<file path="src/rtl/alarm_pkg.sv">
// Shared types and defaults for the alarm ringer slice.
package alarm_pkg;

   typedef enum logic [1:0] {
      IDLE    = 2'd0,
      RINGING = 2'd1,
      SNOOZE  = 2'd2
   } state_t;

   localparam int DEF_BEEP_ON      = 2;
   localparam int DEF_BEEP_OFF     = 2;
   localparam int DEF_SNOOZE_TICKS = 4;
   localparam int DEF_RING_TIMEOUT = 8;
   localparam int DEF_MAX_SNOOZE   = 2;
   localparam int DEF_ESC_TICKS    = 2;

   localparam logic [1:0] LEVEL_MAX = 2'd3;

endpackage

</file>
<file path="src/rtl/alarm_ringer_if.sv">
// User-facing alarm signals: control inputs from the clock stage and
// buttons, plus the buzzer and status outputs.
interface alarm_ringer_if;
   logic       arm;
   logic       alarm;
   logic       sec_tick;
   logic       snooze_btn;
   logic       dismiss_btn;
   logic       buzzer;
   logic [1:0] level;
   logic       ringing;
   logic       snoozing;
   logic [2:0] snooze_count;

   // Driver side (clock stage, buttons) observes the status outputs.
   modport master (
      output arm, alarm, sec_tick, snooze_btn, dismiss_btn,
      input  buzzer, level, ringing, snoozing, snooze_count
   );

   // Ringer side.
   modport slave (
      input  arm, alarm, sec_tick, snooze_btn, dismiss_btn,
      output buzzer, level, ringing, snoozing, snooze_count
   );
endinterface

</file>
<file path="src/rtl/alarm_ringer_beep_gen.sv">
// Beep pattern generator: BEEP_ON cycles high then BEEP_OFF cycles low,
// repeating while enabled. restart forces the pattern back to the first
// ON cycle; the output is registered.
module beep_gen #(
   parameter int BEEP_ON  = 2,
   parameter int BEEP_OFF = 2
) (
   input  logic clk,
   input  logic reset,
   input  logic enable,
   input  logic restart,
   output logic beep
);

   localparam int PERIOD = BEEP_ON + BEEP_OFF;
   localparam int PH_W   = $clog2(PERIOD + 1);
   localparam logic [PH_W-1:0] PH_LAST = PH_W'(PERIOD - 1);
   localparam logic [PH_W-1:0] PH_ON   = PH_W'(BEEP_ON);

   logic [PH_W-1:0] phase_reg;
   logic [PH_W-1:0] phase_next;
   logic            beep_reg;

   // Position within the beep period for the following cycle.
   always_comb begin
      phase_next = (phase_reg == PH_LAST) ? '0 : phase_reg + PH_W'(1);
   end

   // Phase counter runs every clk while enabled; output decoded one cycle early.
   always_ff @(posedge clk) begin
      if (reset) begin
         phase_reg <= '0;
         beep_reg  <= 1'b0;
      end else if (restart) begin
         phase_reg <= '0;
         beep_reg  <= 1'b1;
      end else if (enable) begin
         phase_reg <= phase_next;
         beep_reg  <= (phase_next < PH_ON);
      end else begin
         phase_reg <= '0;
         beep_reg  <= 1'b0;
      end
   end

   assign beep = beep_reg;

endmodule

</file>
<file path="src/rtl/alarm_ringer.sv">
// Alarm ringer: turns the level alarm match flag into a ringing sequence
// with pulsed buzzer, bounded snooze, dismiss and automatic ring timeout.
// Optional volume escalation is enabled by defining ESCALATE_EN; without
// it level is tied to LEVEL_MAX and no escalation counter exists.
module alarm_ringer
   import alarm_pkg::*;
#(
   parameter int BEEP_ON      = DEF_BEEP_ON,
   parameter int BEEP_OFF     = DEF_BEEP_OFF,
   parameter int SNOOZE_TICKS = DEF_SNOOZE_TICKS,
   parameter int RING_TIMEOUT = DEF_RING_TIMEOUT,
`ifdef ESCALATE_EN
   parameter int ESC_TICKS    = DEF_ESC_TICKS,
`endif
   parameter int MAX_SNOOZE   = DEF_MAX_SNOOZE
) (
   input logic           clk,
   input logic           reset,
   alarm_ringer_if.slave bus
);

   localparam int RT_W = $clog2(RING_TIMEOUT + 1);
   localparam int ST_W = $clog2(SNOOZE_TICKS + 1);
   localparam logic [RT_W-1:0] RT_LAST = RT_W'(RING_TIMEOUT - 1);
   localparam logic [RT_W-1:0] RT_MAX  = RT_W'(RING_TIMEOUT);
   localparam logic [ST_W-1:0] ST_LAST = ST_W'(SNOOZE_TICKS - 1);
   localparam logic [ST_W-1:0] ST_MAX  = ST_W'(SNOOZE_TICKS);
   localparam logic [2:0]      SNZ_MAX = 3'(MAX_SNOOZE);

   state_t          state_reg;
   state_t          state_next;
   logic            alarm_q_reg;
   logic            trig;
   logic [RT_W-1:0] ring_timer_reg;
   logic [ST_W-1:0] snz_timer_reg;
   logic [2:0]      snooze_count_reg;
   logic            ringing_reg;
   logic            snoozing_reg;
   logic            beep_enable;
   logic            beep_restart;
   logic            buzzer_w;

   // Next-state decision; priority is arm, then dismiss, then snooze, then timers.
   always_comb begin
      trig       = bus.alarm & ~alarm_q_reg;
      state_next = state_reg;
      if (!bus.arm) begin
         state_next = IDLE;
      end else begin
         case (state_reg)
            IDLE: begin
               if (trig) state_next = RINGING;
            end
            RINGING: begin
               if (bus.dismiss_btn)
                  state_next = IDLE;
               else if (bus.snooze_btn && (snooze_count_reg < SNZ_MAX))
                  state_next = SNOOZE;
               else if (bus.sec_tick && (ring_timer_reg == RT_LAST))
                  state_next = IDLE;
            end
            SNOOZE: begin
               if (bus.dismiss_btn)
                  state_next = IDLE;
               else if (bus.sec_tick && (snz_timer_reg == ST_LAST))
                  state_next = RINGING;
            end
            default: state_next = IDLE;
         endcase
      end
      beep_enable  = (state_next == RINGING);
      beep_restart = beep_enable && (state_reg != RINGING);
   end

   // State, timers, snooze count and Moore status outputs.
   always_ff @(posedge clk) begin
      if (reset) begin
         state_reg        <= IDLE;
         alarm_q_reg      <= 1'b0;
         ring_timer_reg   <= '0;
         snz_timer_reg    <= '0;
         snooze_count_reg <= '0;
         ringing_reg      <= 1'b0;
         snoozing_reg     <= 1'b0;
      end else begin
         state_reg    <= state_next;
         alarm_q_reg  <= bus.alarm;
         ringing_reg  <= (state_next == RINGING);
         snoozing_reg <= (state_next == SNOOZE);

         // Timers restart on every state change and saturate otherwise.
         if (state_next != state_reg) begin
            ring_timer_reg <= '0;
            snz_timer_reg  <= '0;
         end else begin
            if (state_reg == RINGING && bus.sec_tick && ring_timer_reg != RT_MAX)
               ring_timer_reg <= ring_timer_reg + RT_W'(1);
            if (state_reg == SNOOZE && bus.sec_tick && snz_timer_reg != ST_MAX)
               snz_timer_reg <= snz_timer_reg + ST_W'(1);
         end

         // Count is per alarm event: any return to IDLE clears it.
         if (state_next == IDLE)
            snooze_count_reg <= '0;
         else if (state_reg == RINGING && state_next == SNOOZE)
            snooze_count_reg <= snooze_count_reg + 3'd1;
      end
   end

   beep_gen #(
      .BEEP_ON  (BEEP_ON),
      .BEEP_OFF (BEEP_OFF)
   ) u_beep (
      .clk     (clk),
      .reset   (reset),
      .enable  (beep_enable),
      .restart (beep_restart),
      .beep    (buzzer_w)
   );

`ifdef ESCALATE_EN
   localparam int EC_W = $clog2(ESC_TICKS + 1);
   localparam logic [EC_W-1:0] EC_LAST = EC_W'(ESC_TICKS - 1);

   logic [EC_W-1:0] esc_timer_reg;
   logic [1:0]      level_reg;

   // Volume steps up every ESC_TICKS seconds of continuous ringing.
   always_ff @(posedge clk) begin
      if (reset) begin
         esc_timer_reg <= '0;
         level_reg     <= 2'd0;
      end else if (state_reg == RINGING && state_next == RINGING) begin
         if (bus.sec_tick) begin
            if (esc_timer_reg == EC_LAST) begin
               esc_timer_reg <= '0;
               if (level_reg != LEVEL_MAX) level_reg <= level_reg + 2'd1;
            end else begin
               esc_timer_reg <= esc_timer_reg + EC_W'(1);
            end
         end
      end else begin
         esc_timer_reg <= '0;
         level_reg     <= 2'd0;
      end
   end

   assign bus.level = level_reg;
`else
   assign bus.level = LEVEL_MAX;
`endif

   assign bus.buzzer       = buzzer_w;
   assign bus.ringing      = ringing_reg;
   assign bus.snoozing     = snoozing_reg;
   assign bus.snooze_count = snooze_count_reg;

endmodule

</file>
<file path="src/flat_wrapper.sv">
// flat-port wrapper written by rule: the top's interface ports become plain ports
module alarm_ringer_flat import alarm_pkg::*;
#(
   parameter int BEEP_ON      = DEF_BEEP_ON,
   parameter int BEEP_OFF     = DEF_BEEP_OFF,
   parameter int SNOOZE_TICKS = DEF_SNOOZE_TICKS,
   parameter int RING_TIMEOUT = DEF_RING_TIMEOUT,

   parameter int MAX_SNOOZE   = DEF_MAX_SNOOZE
)
  (clk, reset, bus_arm, bus_alarm, bus_sec_tick, bus_snooze_btn, bus_dismiss_btn, bus_buzzer, bus_level, bus_ringing, bus_snoozing, bus_snooze_count);
  alarm_ringer_if bus_i ();
  input logic clk;
  input logic reset;
  input wire logic [$bits(bus_i.arm)-1:0] bus_arm;
  input wire logic [$bits(bus_i.alarm)-1:0] bus_alarm;
  input wire logic [$bits(bus_i.sec_tick)-1:0] bus_sec_tick;
  input wire logic [$bits(bus_i.snooze_btn)-1:0] bus_snooze_btn;
  input wire logic [$bits(bus_i.dismiss_btn)-1:0] bus_dismiss_btn;
  output wire logic [$bits(bus_i.buzzer)-1:0] bus_buzzer;
  output wire logic [$bits(bus_i.level)-1:0] bus_level;
  output wire logic [$bits(bus_i.ringing)-1:0] bus_ringing;
  output wire logic [$bits(bus_i.snoozing)-1:0] bus_snoozing;
  output wire logic [$bits(bus_i.snooze_count)-1:0] bus_snooze_count;
  assign bus_i.arm = bus_arm;
  assign bus_i.alarm = bus_alarm;
  assign bus_i.sec_tick = bus_sec_tick;
  assign bus_i.snooze_btn = bus_snooze_btn;
  assign bus_i.dismiss_btn = bus_dismiss_btn;
  assign bus_buzzer = bus_i.buzzer;
  assign bus_level = bus_i.level;
  assign bus_ringing = bus_i.ringing;
  assign bus_snoozing = bus_i.snoozing;
  assign bus_snooze_count = bus_i.snooze_count;
  alarm_ringer #(.BEEP_ON(BEEP_ON), .BEEP_OFF(BEEP_OFF), .SNOOZE_TICKS(SNOOZE_TICKS), .RING_TIMEOUT(RING_TIMEOUT), .MAX_SNOOZE(MAX_SNOOZE)) u_core (.clk(clk), .reset(reset), .bus(bus_i));
endmodule
</file>
<file path="config.mk">
export PLATFORM = sky130hd
export DESIGN_NAME = alarm_ringer_flat
export DESIGN_NICKNAME = d
export VERILOG_FILES = /design/src/rtl/alarm_pkg.sv /design/src/rtl/alarm_ringer_if.sv /design/src/rtl/alarm_ringer_beep_gen.sv /design/src/rtl/alarm_ringer.sv /design/src/flat_wrapper.sv
export SDC_FILE = /design/constraint.sdc
export NUM_CORES = 1
export LEC_CHECK = 0
export CAP_MARGIN = 20
export CORE_UTILIZATION = 30
export DETAILED_ROUTE_END_ITERATION = 10
export PLACE_DENSITY_LB_ADDON = 0.25
export SLEW_MARGIN = 20
export SYNTH_ARGS = -nofsm -noshare
export SYNTH_HDL_FRONTEND = slang
export SYNTH_SLANG_ARGS = --single-unit
export TNS_END_PERCENT = 1
</file>
<file path="constraint.sdc">
create_clock -name clk -period 2.9 [get_ports clk]
set_input_delay 0.87 -clock clk [delete_from_list [all_inputs] [get_ports clk]]
set_output_delay 0.87 -clock clk [all_outputs]
set_load 0.01 [all_outputs]
</file>
==> impl_metrics.py <==
metrics = {
    "drt": {
        "dr.pass1.iters": 4,
        "post-route-drc-count": 0,
        "drt_iter0_drc": 17,
        "vias": 829,
        "via_per_inst": 4.76,
        "antenna_left": 0,
        "detail_route.wl_per_cell_um": 11.6,
        "totalWireLength_um": 2010,
    },
    "finish": {
        "final_common_cell": "dfxtp_1",
        "largest_reg_flops": 4,
        "drive_above_1_share_pct": 15.6,
        "n_fill_cell": 364,
        "multi_input_area_sq_um": 624,
        "nets": 143,
        "register_area_sq_um": 380,
        "antennaDiodeCount": 0,
        "final_area_sq_um": 1270,
        "final_cell_mix": "dfxtp_1, clkdlybuf4s50_1, inv_1",
        "areaGrowthSynthToFinish_pct": 18.8,
    },
    "yosys": {
        "synth_warnings": 0,
        "synth_top_area_cell": "dfxtp_1",
        "synth_edf_count": 0,
        "ys_seq_area_share_pct": 35.7,
        "synth_xor_area_share_pct": 2.46,
        "ys.flop_type": "dfxtp_1",
        "synth_compound_area_share_pct": 13.4,
        "syn_area_sq_um": 1070,
        "synth_top_area_share_pct": 35.7,
        "syn_inst": 113,
        "muxShareOfSynthArea_pct": 2.82,
        "ys_ff_latch": 19,
        "synthTopCellsByArea": "dfxtp_1, nor4b_2, ha_1, inv_1, nor2_1",
        "yosys.area_share.adder_pct": 8.22,
        "synthSimpleGateAreaFrac_pct": 31.0,
        "async_flop_share_pct": 0,
        "syn_avg_cell_area_sq_um": 9.43,
        "synth_cell_types": 43,
        "synth_top_family_by_area": "simple AND/OR/NAND/NOR gates",
    },
    "global_route": {
        "grt_pass1_vias": 792,
        "grt.busiest_layer": "met2",
        "grt-ovfl-total": 0,
        "grt_util_met1_pct": 15.8,
        "grt_pass1_wl_um": 3480,
        "grt_max_degree": 13,
        "gr-usage-all-layers_pct": 12.7,
        "grt_use_met3_pct": 4.41,
        "antenna_found_initial": 0,
        "grt_use_met2_pct": 21.0,
    },
    "status": {
        "status": "completed",
    },
    "timing": {
        "hold_violations": 0,
        "min_period_over_period_pct": 78.4,
        "tns_ps": 0,
        "min_period_ps": 2270,
        "finClkSkew_ps": 13.9,
        "drv_slew": 0,
        "setup_viol": 0,
        "fin_ws_ps": 626,
        "fmax_mhz": 440,
        "rsz0062_at_grt": "no",
    },
    "die": {
        "die_h_um": 61.6,
        "dieArea_sq_um": 3800,
        "initial_utilization_pct": 31.7,
        "die_x_um": 61.6,
        "coreArea_sq_um": 3360,
        "io_pins": 15,
        "rows": 21,
    },
    "power_and_ir_drop": {
        "vdd_drop_max_mv": 0.195,
        "p_int_w": 0.000349,
        "leakagePower_nw": 0.479,
        "swShare_pct": 26.1,
        "powerDensity_nw_per_um2": 372,
        "pwr-share-seq_pct": 58.0,
        "p_clk_share_pct": 29.7,
        "p_comb_share_pct": 12.2,
        "finalPower_w": 0.000472,
        "p_switching_w": 0.000123,
    },
    "cts": {
        "clk_latency_ps": 310,
        "clock-sinks": 19,
        "postCtsHoldBufs": 0,
        "post_cts_resized": 0,
        "cts_tree": "built",
        "cts.path.max_buffers": 2,
        "cts_buffers": 3,
        "clkTransAtPathRegs_ps": 120,
        "ctsHtreeMaxLevel": 1,
        "cts_root_buf": "clkbuf_4",
        "postCtsSetupRepairBufs": 0,
    },
    "worst_setup_path": {
        "worstPathRequired_ps": 3100,
        "path_buf_inv": 1,
        "worstSetupStartpointType": "input port",
        "crit_family": "simple AND/OR/NAND/NOR gates",
        "critPathMaxStageDelay_ps": 510,
        "crit_cells": 5,
        "cp_max_fo": 7,
        "cp_slowest_cell": "clkdlybuf4s50_1",
        "crit_chain": "clkdlybuf4s50_1 > nor2b_1 > and2_1 > o22a_2 > and4bb_2",
        "cp-end-kind": "register",
        "path_class": "input port to register",
        "arrival_ps": 2480,
        "reg2reg_depth": 6,
        "reg2reg_slack_ps": 1280,
    },
    "hold_path": {
        "worstHoldPathType": "register to register",
        "worstHoldPathCells": 1,
    },
    "placement": {
        "place_area_sq_um": 1240,
        "dp_slack_ps": 311,
        "gp_congestion": 0.841,
        "hpwlAfterDp_um": 1570,
        "io_buffers": 12,
    },
    "run": {
        "max-cap-violations": 0,
    },
}
-- final timing paths --
check | end | start
worst min register to register | u_core.u_beep.phase_reg[0] | u_core.u_beep.phase_reg[0]
worst max register to register | u_core.ring_timer_reg[2] | u_core.snz_timer_reg[1]
worst min-delay path | u_core.u_beep.phase_reg[0] | u_core.u_beep.phase_reg[0]
worst max-delay path | u_core.snz_timer_reg[2] | bus_arm
-- area by class of cell --
type | instances | share of cell area (%)
Sequential cell | 19 | 30.0
Multi-Input combinational cell | 80 | 49.3
Inverter | 11 | 3.26
Clock inverter | 1 | 0.395
Tap cell | 46 | 4.55
Timing Repair Buffer | 14 | 10.7
Clock buffer | 3 | 1.78
-- power groups by stage --
stage | logic (W) | registers, W | clock network (W)
3_3_place_gp | 0.0000576 | 0.000279 | 0
4_1_cts | 0.0000579 | 0.000273 | 0.000145
6_report | 0.0000577 | 0.000274 | 0.000140
2_1_floorplan | 0.0000317 | 0.000280 | 0
3_5_place_dp | 0.0000577 | 0.000279 | 0
5_1_grt | 0.0000630 | 0.000274 | 0.000156
-- metal layers --
metal / up-vias / wire length, um
li1: 437 / -
met1: 376 / 985
met2: 14 / 930
met3: 2 / 79
met4: 0 / 18
met5: - / 0
-- stage by stage --
step	hold slack [ps]	utilization [%]	instances
2_1_floorplan	404	-	114
3_3_place_gp	413	36.8	170
3_5_place_dp	417	36.8	170
4_1_cts	435	37.6	174
5_1_grt	461	37.6	174
6_report	433	37.6	174
-- cells by family (layout without fill, tap and decap cells) --
logic type	count (synthesis)	after routing
muxes	3	3
adders and majority gates	7	7
xor gates and xnor gates	3	3
other	1	2
buffers and inverters	15	29
AOI/OAI and AO/OA	21	21
and+or+nand+nor	44	44
DFF	19	19
-- Yosys cell counts, types with 2 or more instances --
| library cell | count |
|---|---|
| xnor2_1 | 2 |
| o211ai_1 | 2 |
| nor2_1 | 9 |
| a31o_2 | 2 |
| nor2b_1 | 3 |
| nand3_1 | 3 |
| o21ai_0 | 4 |
| ha_1 | 7 |
| mux2i_1 | 3 |
| buf_4 | 2 |
| nand4b_1 | 2 |
| nor4b_2 | 6 |
| nand2_1 | 6 |
| a21oi_1 | 5 |
| inv_1 | 11 |
| dfxtp_1 | 19 |
(Power assumes the default switching activity.)
